## src/rtl/face_detect_pkg.sv

```systemverilog
// Shared cascade constants, FSM state encodings and the saturating adder.
// sat_add is combinational and is reused by the window-scanner accumulator.
package face_detect_pkg;

  localparam int DATA_WIDTH_16   = 16;
  localparam int ACC_WIDTH       = 20;
  localparam int NUM_STAGES      = 25;
  localparam int STAGE_IDX_WIDTH = 5;

  // Working width of sat_add; callers sign-extend into it and truncate the result.
  localparam int SAT_W = 32;

  localparam logic [1:0] ST_IDLE    = 2'd0;
  localparam logic [1:0] ST_RUN     = 2'd1;
  localparam logic [1:0] ST_COMPARE = 2'd2;
  localparam logic [1:0] ST_DONE    = 2'd3;

  function automatic logic signed [SAT_W-1:0] sat_add(
    input logic signed [SAT_W-1:0] a,
    input logic signed [SAT_W-1:0] b,
    input int                      w
  );
    logic signed [SAT_W:0] one;
    logic signed [SAT_W:0] sum;
    logic signed [SAT_W:0] hi;
    logic signed [SAT_W:0] lo;
    one = {{SAT_W{1'b0}}, 1'b1};
    sum = {a[SAT_W-1], a} + {b[SAT_W-1], b};
    hi  = (one <<< (w - 1)) - one;
    lo  = -(one <<< (w - 1));
    if (sum > hi)
      return hi[SAT_W-1:0];
    else if (sum < lo)
      return lo[SAT_W-1:0];
    else
      return sum[SAT_W-1:0];
  endfunction

endpackage

```

## src/rtl/stage_threshold_evaluator_if.sv

```systemverilog
// Upstream classifier link plus window control/verdict signals of the evaluator.
// master = environment side, slave = evaluator side.
interface stage_threshold_evaluator_if #(
  parameter int DATA_WIDTH      = 16,
  parameter int STAGE_IDX_WIDTH = 5
);
  logic                          i_start;
  logic                          i_vote_valid;
  logic signed [DATA_WIDTH-1:0]  i_vote;
  logic                          i_is_end_of_stage;
  logic signed [DATA_WIDTH-1:0]  i_stage_threshold;
  logic                          o_trigger_compare_stage;
  logic [STAGE_IDX_WIDTH-1:0]    o_stage_index;
  logic                          o_busy;
  logic                          o_done;
  logic                          o_is_candidate;

  modport master (
    output i_start, i_vote_valid, i_vote, i_is_end_of_stage, i_stage_threshold,
    input  o_trigger_compare_stage, o_stage_index, o_busy, o_done, o_is_candidate
  );

  modport slave (
    input  i_start, i_vote_valid, i_vote, i_is_end_of_stage, i_stage_threshold,
    output o_trigger_compare_stage, o_stage_index, o_busy, o_done, o_is_candidate
  );
endinterface

```

## src/rtl/stage_threshold_evaluator_accumulator.sv

```systemverilog
// Signed clamping accumulator: one-cycle update, clear has priority over add.
// No backpressure; an add is taken on every cycle add_i is high.
module saturating_accumulator
  import face_detect_pkg::SAT_W, face_detect_pkg::sat_add;
#(
  parameter int ACC_WIDTH = 20,
  parameter int IN_WIDTH  = 16
) (
  input  logic                        clk_i,
  input  logic                        rst_n_i,
  input  logic                        clr_i,
  input  logic                        add_i,
  input  logic signed [IN_WIDTH-1:0]  din_i,
  output logic signed [ACC_WIDTH-1:0] acc_o
);

  logic signed [ACC_WIDTH-1:0] acc_q;
  logic signed [ACC_WIDTH-1:0] acc_d;

  always_comb begin
    acc_d = acc_q;
    if (clr_i)
      acc_d = '0;
    else if (add_i)
      acc_d = ACC_WIDTH'(sat_add(SAT_W'(acc_q), SAT_W'(din_i), ACC_WIDTH));
  end

  always_ff @(posedge clk_i or negedge rst_n_i) begin
    if (!rst_n_i)
      acc_q <= '0;
    else
      acc_q <= acc_d;
  end

  assign acc_o = acc_q;

endmodule

```

## src/rtl/stage_threshold_evaluator.sv

```systemverilog
// Cascade stage evaluator: sums votes per stage, compares to threshold, advances or rejects.
// Verdict/next-stage trigger two cycles after the end-of-stage vote edge; inputs outside RUN are dropped.
module stage_threshold_evaluator
  import face_detect_pkg::ST_IDLE, face_detect_pkg::ST_RUN,
         face_detect_pkg::ST_COMPARE, face_detect_pkg::ST_DONE;
#(
  parameter int DATA_WIDTH_16   = face_detect_pkg::DATA_WIDTH_16,
  parameter int ACC_WIDTH       = face_detect_pkg::ACC_WIDTH,
  parameter int NUM_STAGES      = face_detect_pkg::NUM_STAGES,
  parameter int STAGE_IDX_WIDTH = face_detect_pkg::STAGE_IDX_WIDTH
) (
  input  logic                  clk_fpga,
  input  logic                  reset_fpga,
  stage_threshold_evaluator_if.slave bus
);

  logic [1:0]                     state_q, state_d;
  logic [STAGE_IDX_WIDTH-1:0]     stage_q, stage_d;
  logic                           trig_q, trig_d;
  logic                           cand_q, cand_d;
  logic                           acc_clr, acc_add;
  logic signed [ACC_WIDTH-1:0]    acc;
  logic signed [ACC_WIDTH-1:0]    thr_ext;
  logic signed [DATA_WIDTH_16-1:0] vote;
  logic                           pass;
  logic                           last_stage;

  assign vote       = bus.i_vote;
  assign thr_ext    = ACC_WIDTH'(bus.i_stage_threshold);
  assign pass       = (acc >= thr_ext);
  assign last_stage = (stage_q == STAGE_IDX_WIDTH'(NUM_STAGES - 1));

  saturating_accumulator #(
    .ACC_WIDTH (ACC_WIDTH),
    .IN_WIDTH  (DATA_WIDTH_16)
  ) u_acc (
    .clk_i   (clk_fpga),
    .rst_n_i (reset_fpga),
    .clr_i   (acc_clr),
    .add_i   (acc_add),
    .din_i   (vote),
    .acc_o   (acc)
  );

  always_comb begin
    state_d = state_q;
    stage_d = stage_q;
    trig_d  = 1'b0;
    cand_d  = cand_q;
    acc_clr = 1'b0;
    acc_add = 1'b0;
    case (state_q)
      ST_IDLE: begin
        if (bus.i_start) begin
          acc_clr = 1'b1;
          stage_d = '0;
          cand_d  = 1'b0;
          trig_d  = 1'b1;
          state_d = ST_RUN;
        end
      end
      ST_RUN: begin
        if (bus.i_vote_valid) begin
          acc_add = 1'b1;
          if (bus.i_is_end_of_stage)
            state_d = ST_COMPARE;
        end
      end
      ST_COMPARE: begin
        // A failing stage ends the window early; the remaining stages never run.
        if (pass && !last_stage) begin
          stage_d = stage_q + STAGE_IDX_WIDTH'(1);
          acc_clr = 1'b1;
          trig_d  = 1'b1;
          state_d = ST_RUN;
        end else begin
          cand_d  = pass;
          state_d = ST_DONE;
        end
      end
      ST_DONE: state_d = ST_IDLE;
      default: state_d = ST_IDLE;
    endcase
  end

  always_ff @(posedge clk_fpga or negedge reset_fpga) begin
    if (!reset_fpga) begin
      state_q <= ST_IDLE;
      stage_q <= '0;
      trig_q  <= 1'b0;
      cand_q  <= 1'b0;
    end else begin
      state_q <= state_d;
      stage_q <= stage_d;
      trig_q  <= trig_d;
      cand_q  <= cand_d;
    end
  end

  assign bus.o_trigger_compare_stage = trig_q;
  assign bus.o_stage_index           = stage_q;
  assign bus.o_busy                  = (state_q != ST_IDLE);
  assign bus.o_done                  = (state_q == ST_DONE);
  assign bus.o_is_candidate          = cand_q;

endmodule

```

## src/flat_wrapper.sv

```systemverilog
// flat-port wrapper written by rule: the top's interface ports become plain ports
module stage_threshold_evaluator_flat import face_detect_pkg::ST_IDLE, face_detect_pkg::ST_RUN,
         face_detect_pkg::ST_COMPARE, face_detect_pkg::ST_DONE;
#(
  parameter int DATA_WIDTH_16   = face_detect_pkg::DATA_WIDTH_16,
  parameter int ACC_WIDTH       = face_detect_pkg::ACC_WIDTH,
  parameter int NUM_STAGES      = face_detect_pkg::NUM_STAGES,
  parameter int STAGE_IDX_WIDTH = face_detect_pkg::STAGE_IDX_WIDTH
)
  (clk_fpga, reset_fpga, bus_i_start, bus_i_vote_valid, bus_i_vote, bus_i_is_end_of_stage, bus_i_stage_threshold, bus_o_trigger_compare_stage, bus_o_stage_index, bus_o_busy, bus_o_done, bus_o_is_candidate);
  stage_threshold_evaluator_if #(.DATA_WIDTH(16), .STAGE_IDX_WIDTH(STAGE_IDX_WIDTH)) bus_i ();
  input  logic clk_fpga;
  input  logic reset_fpga;
  input wire logic [$bits(bus_i.i_start)-1:0] bus_i_start;
  input wire logic [$bits(bus_i.i_vote_valid)-1:0] bus_i_vote_valid;
  input wire logic [$bits(bus_i.i_vote)-1:0] bus_i_vote;
  input wire logic [$bits(bus_i.i_is_end_of_stage)-1:0] bus_i_is_end_of_stage;
  input wire logic [$bits(bus_i.i_stage_threshold)-1:0] bus_i_stage_threshold;
  output wire logic [$bits(bus_i.o_trigger_compare_stage)-1:0] bus_o_trigger_compare_stage;
  output wire logic [$bits(bus_i.o_stage_index)-1:0] bus_o_stage_index;
  output wire logic [$bits(bus_i.o_busy)-1:0] bus_o_busy;
  output wire logic [$bits(bus_i.o_done)-1:0] bus_o_done;
  output wire logic [$bits(bus_i.o_is_candidate)-1:0] bus_o_is_candidate;
  assign bus_i.i_start = bus_i_start;
  assign bus_i.i_vote_valid = bus_i_vote_valid;
  assign bus_i.i_vote = bus_i_vote;
  assign bus_i.i_is_end_of_stage = bus_i_is_end_of_stage;
  assign bus_i.i_stage_threshold = bus_i_stage_threshold;
  assign bus_o_trigger_compare_stage = bus_i.o_trigger_compare_stage;
  assign bus_o_stage_index = bus_i.o_stage_index;
  assign bus_o_busy = bus_i.o_busy;
  assign bus_o_done = bus_i.o_done;
  assign bus_o_is_candidate = bus_i.o_is_candidate;
  stage_threshold_evaluator #(.DATA_WIDTH_16(DATA_WIDTH_16), .ACC_WIDTH(ACC_WIDTH), .NUM_STAGES(NUM_STAGES), .STAGE_IDX_WIDTH(STAGE_IDX_WIDTH)) u_core (.clk_fpga(clk_fpga), .reset_fpga(reset_fpga), .bus(bus_i));
endmodule
```

## config.mk

```make
export PLATFORM = sky130hd
export DESIGN_NAME = stage_threshold_evaluator_flat
export DESIGN_NICKNAME = d
export VERILOG_FILES = /design/src/rtl/face_detect_pkg.sv /design/src/rtl/stage_threshold_evaluator_if.sv /design/src/rtl/stage_threshold_evaluator_accumulator.sv /design/src/rtl/stage_threshold_evaluator.sv /design/src/flat_wrapper.sv
export SDC_FILE = /design/constraint.sdc
export NUM_CORES = 1
export LEC_CHECK = 0
export CORE_MARGIN = 2
export CORE_UTILIZATION = 40
export DETAILED_ROUTE_END_ITERATION = 10
export DONT_BUFFER_PORTS = 1
export HOLD_SLACK_MARGIN = 0.06
export MAX_ROUTING_LAYER = met4
export PLACE_DENSITY = 0.65
export SLEW_MARGIN = 20
export SYNTH_ARGS = -nofsm -noshare
export SYNTH_HDL_FRONTEND = slang
export SYNTH_SLANG_ARGS = --single-unit
```

## constraint.sdc

```tcl
create_clock -name clk_fpga -period 2.37 [get_ports clk_fpga]
set_input_delay 0.237 -clock clk_fpga [delete_from_list [all_inputs] [get_ports clk_fpga]]
set_output_delay 0.237 -clock clk_fpga [all_outputs]
set_load 0.03 [all_outputs]
```

==> metrics <==
diode count=0; Setup-failing EPs final=25; # IOs=46; proportion of layout cells with a drive suffix above 1=38.5%; Synth-to-Final Area Change=42.7%; Core Util, Final=59.3%; failing checks=setup timing; clock network power share=8.6%; EDFF count, synth=0; Pint=0.00272 W; crit path capture type=flop; top cell type's share of synthesized area=25.7%; class of the most critical setup path=flop to flop; setup ws final=-290 ps; Hold Path Class=input port to flop; final hold violations=0; RSZ-0062 raised after global routing=yes; register bit total from synthesis=29; mapped cell area=2820 um2; Final Critical Period=2660 ps; Setup TNS=-5400 ps; CTS tree=built; Sw Ratio=44.2%; Final Wtd Congestion=0.881; DR iter-0 viols=145; Die Width=88.0 um; syn_nets=400; Max IR drop VDD=0.600 mV; DR pass1 iterations=4; fin crit share=112%; remaining global-route overflow=0; Syn Inst Count=320; initial antenna violation count=0; Async SR Flop Fraction=100%; fmax=376 MHz; largest net degree at the start of global routing=30; top area cells in the synthesized netlist=dfrtp_1, ha_1, a21oi_1; worst rel slew slack=73.8%; Pins Over Slew Limit=0; Die ar.=7740 um2; Synth Warn #=0; Register Area=729 um2; Comb power frac=73.8%; top-count cell post-synth=ha_1; Nets=482; Row Count=30; final wirelength=8190 um; die height=88.0 um; Vias/cell=5.48; leakage=1.94 nW; DR WL/cell=16.4 um; register area share after synthesis=25.7%; # H-tree levels=2; gr usage total=22.4%; Root Buffer=clkbuf_8; Skew-Pair Late Insertion Delay=300 ps; DR vias=2735; PwrDens=1210 nW/um2; Worst Path Max Fanout=5; FILL cells=568; maximum root-to-sink buffer count=2; Synth top cells by count=ha_1, dfrtp_1, inv_1, a21oi_1, nor2_1; net switching power=0.00215 W; outcome=finished, violations left; required time of the critical path=2540 ps; DRT antenna net count=0; startpoint type of the worst setup path=flop; power share of the sequential group=17.6%; Clk pin slew, worst setup/hold paths=70 ps; Post-Syn Area per Cell=8.82 um2; DR DRC count=0; top_reg_cell synth=dfrtp_1; vias in the first global route=2800; Multi-input gate area=2340 um2; Netlist cell types=59; Layout Skew=13.2 ps; CTS Sinks=29; PortBufs=0; leading area contributor after synthesis=dfrtp_1; initial core utilization=41.5%; Worst EP arrival=2830 ps; CORE AREA=6790 um2; max_cap viols=0; hpwl dp=5940 um; CTS buffer count=5; worst-margin pin slew=393 ps; first-pass GRT wire length=13100 um
state kept, by name, indices dropped and copies added, names as in the netlist:
register and flops:
u_core.u_acc.acc_o 20, u_core.bus.o_stage_index 5, u_core.state_q 2, u_core.bus.o_is_candidate 1, u_core.bus.o_trigger_compare_stage 1
power by group through the flow:
stage	logic [W]	registers (W)	clock network [W]
CTS	0.00329	0.000845	0.000423
global placement	0.00290	0.000829	0
detailed placement	0.00295	0.000837	0
global route	0.00391	0.000877	0.000443
floorplan	0.00189	0.000822	0
finish	0.00359	0.000857	0.000419
cell families (layout without fill, tap and decap cells):
| logic type | after synthesis | after routing | share of synthesized area, % |
|---|---|---|---|
| muxes | 5 | 5 | 1.82 |
| AOI/OAI and AO/OA | 101 | 101 | 25.5 |
| DFF | 29 | 29 | 25.7 |
| buffers and inverters | 33 | 115 | 5.23 |
| and+or+nand+nor | 92 | 93 | 17.1 |
| adders and majority gates | 43 | 43 | 19.3 |
| xor gates and xnor gates | 17 | 17 | 5.28 |
worst max-delay path, stage by stage, from the launching register on:
cell	delay, ps
dfrtp_1	380
ha_1	360
a21oi_1	230
a21boi_0	150
a311oi_2	420
a2bb2oi_4	140
xor2_4	220
nor2_2	100
nor2_1	40
buf_4	170
a221o_2	320
stage by stage:
| step | hold slack [ps] | instance area [um2] | total power [W] | std cells | setup WS, ps |
|---|---|---|---|---|---|
| floorplan | -58.6 | 2860 | 0.00271 | 320 | -158 |
| global placement | -57.8 | 3450 | 0.00373 | 478 | -290 |
| detailed placement | -57.8 | 3450 | 0.00379 | 478 | -335 |
| CTS | 116 | 3820 | 0.00456 | 493 | -238 |
| global route | 122 | 4030 | 0.00523 | 499 | -380 |
| finish | 116 | 4030 | 0.00487 | 499 | -290 |
cells in the final DEF (no fill, tap or decap), types with 3 or more instances in the layout:
| master | n |
|---|---|
| ha_1 | 24 |
| nor2_1 | 24 |
| buf_6 | 7 |
| xnor2_1 | 7 |
| o21ai_0 | 10 |
| nand3b_1 | 3 |
| a221o_2 | 3 |
| dfrtp_1 | 26 |
| inv_1 | 27 |
| nor3_1 | 3 |
| a21oi_1 | 23 |
| o21ai_1 | 5 |
| nand2_1 | 21 |
| a211o_1 | 11 |
| dfrtp_2 | 3 |
| a21o_1 | 9 |
| nand4_1 | 9 |
| nor2_4 | 3 |
| a21oi_2 | 5 |
| o211ai_1 | 5 |
| o21ai_2 | 3 |
| clkbuf_8 | 5 |
| mux2i_1 | 4 |
| o22ai_1 | 3 |
| nand3_1 | 6 |
| ha_4 | 14 |
| xor2_1 | 9 |
| nand2b_1 | 3 |
| buf_4 | 69 |
| ha_2 | 4 |
layout make-up:
cell class	count	share of cell area, %
Tap cell	96	2.98
Sequential cell	29	18.1
Inverter	28	2.61
Clock buffer	5	1.71
Timing Repair Buffer	79	16.1
Clock inverter	3	0.435
Multi-Input combinational cell	259	58.1
timing repair:
action	in CTS	in global routing
pin swaps	32	20
endpoints found under the hold margin	29	0
hold buffers	2	0
setup endpoints to repair	26	27
setup buffers	5	9
resized for setup	36	30
gates cloned	1	0
final timing paths:
| check | depth (start not counted) | from | end | slack, ps |
|---|---|---|---|---|
| worst max-delay path | 10 | u_core.u_acc.acc_o[9] | u_core.u_acc.acc_o[12] | -290 |
| worst min-delay path | 2 | bus_i_is_end_of_stage | u_core.state_q[1] | 120 |
| worst max register to register | 10 | u_core.u_acc.acc_o[9] | u_core.u_acc.acc_o[12] | -290 |
| worst min register to register | 1 | u_core.u_acc.acc_o[10] | u_core.u_acc.acc_o[10] | 550 |
| max in group asynchronous | 2 | reset_fpga | u_core.u_acc.acc_o[13] | 1790 |
| min in group asynchronous | 2 | reset_fpga | u_core.bus.o_stage_index[1] | 380 |
layer usage:
metal / wire length (um) / track usage [%] / part of all wire (%) / vias to the layer above
li1: - / - / - / 1343
met2: 4100 / 37.7 / 50 / 70
met5: 0 / - / 0 / -
met1: 3620 / 27.8 / 44 / 1312
met4: 91 / 5.73 / 1.1 / 0
met3: 371 / 3.86 / 4.5 / 10
No activity file was read; power rests on OpenSTA's default activity.
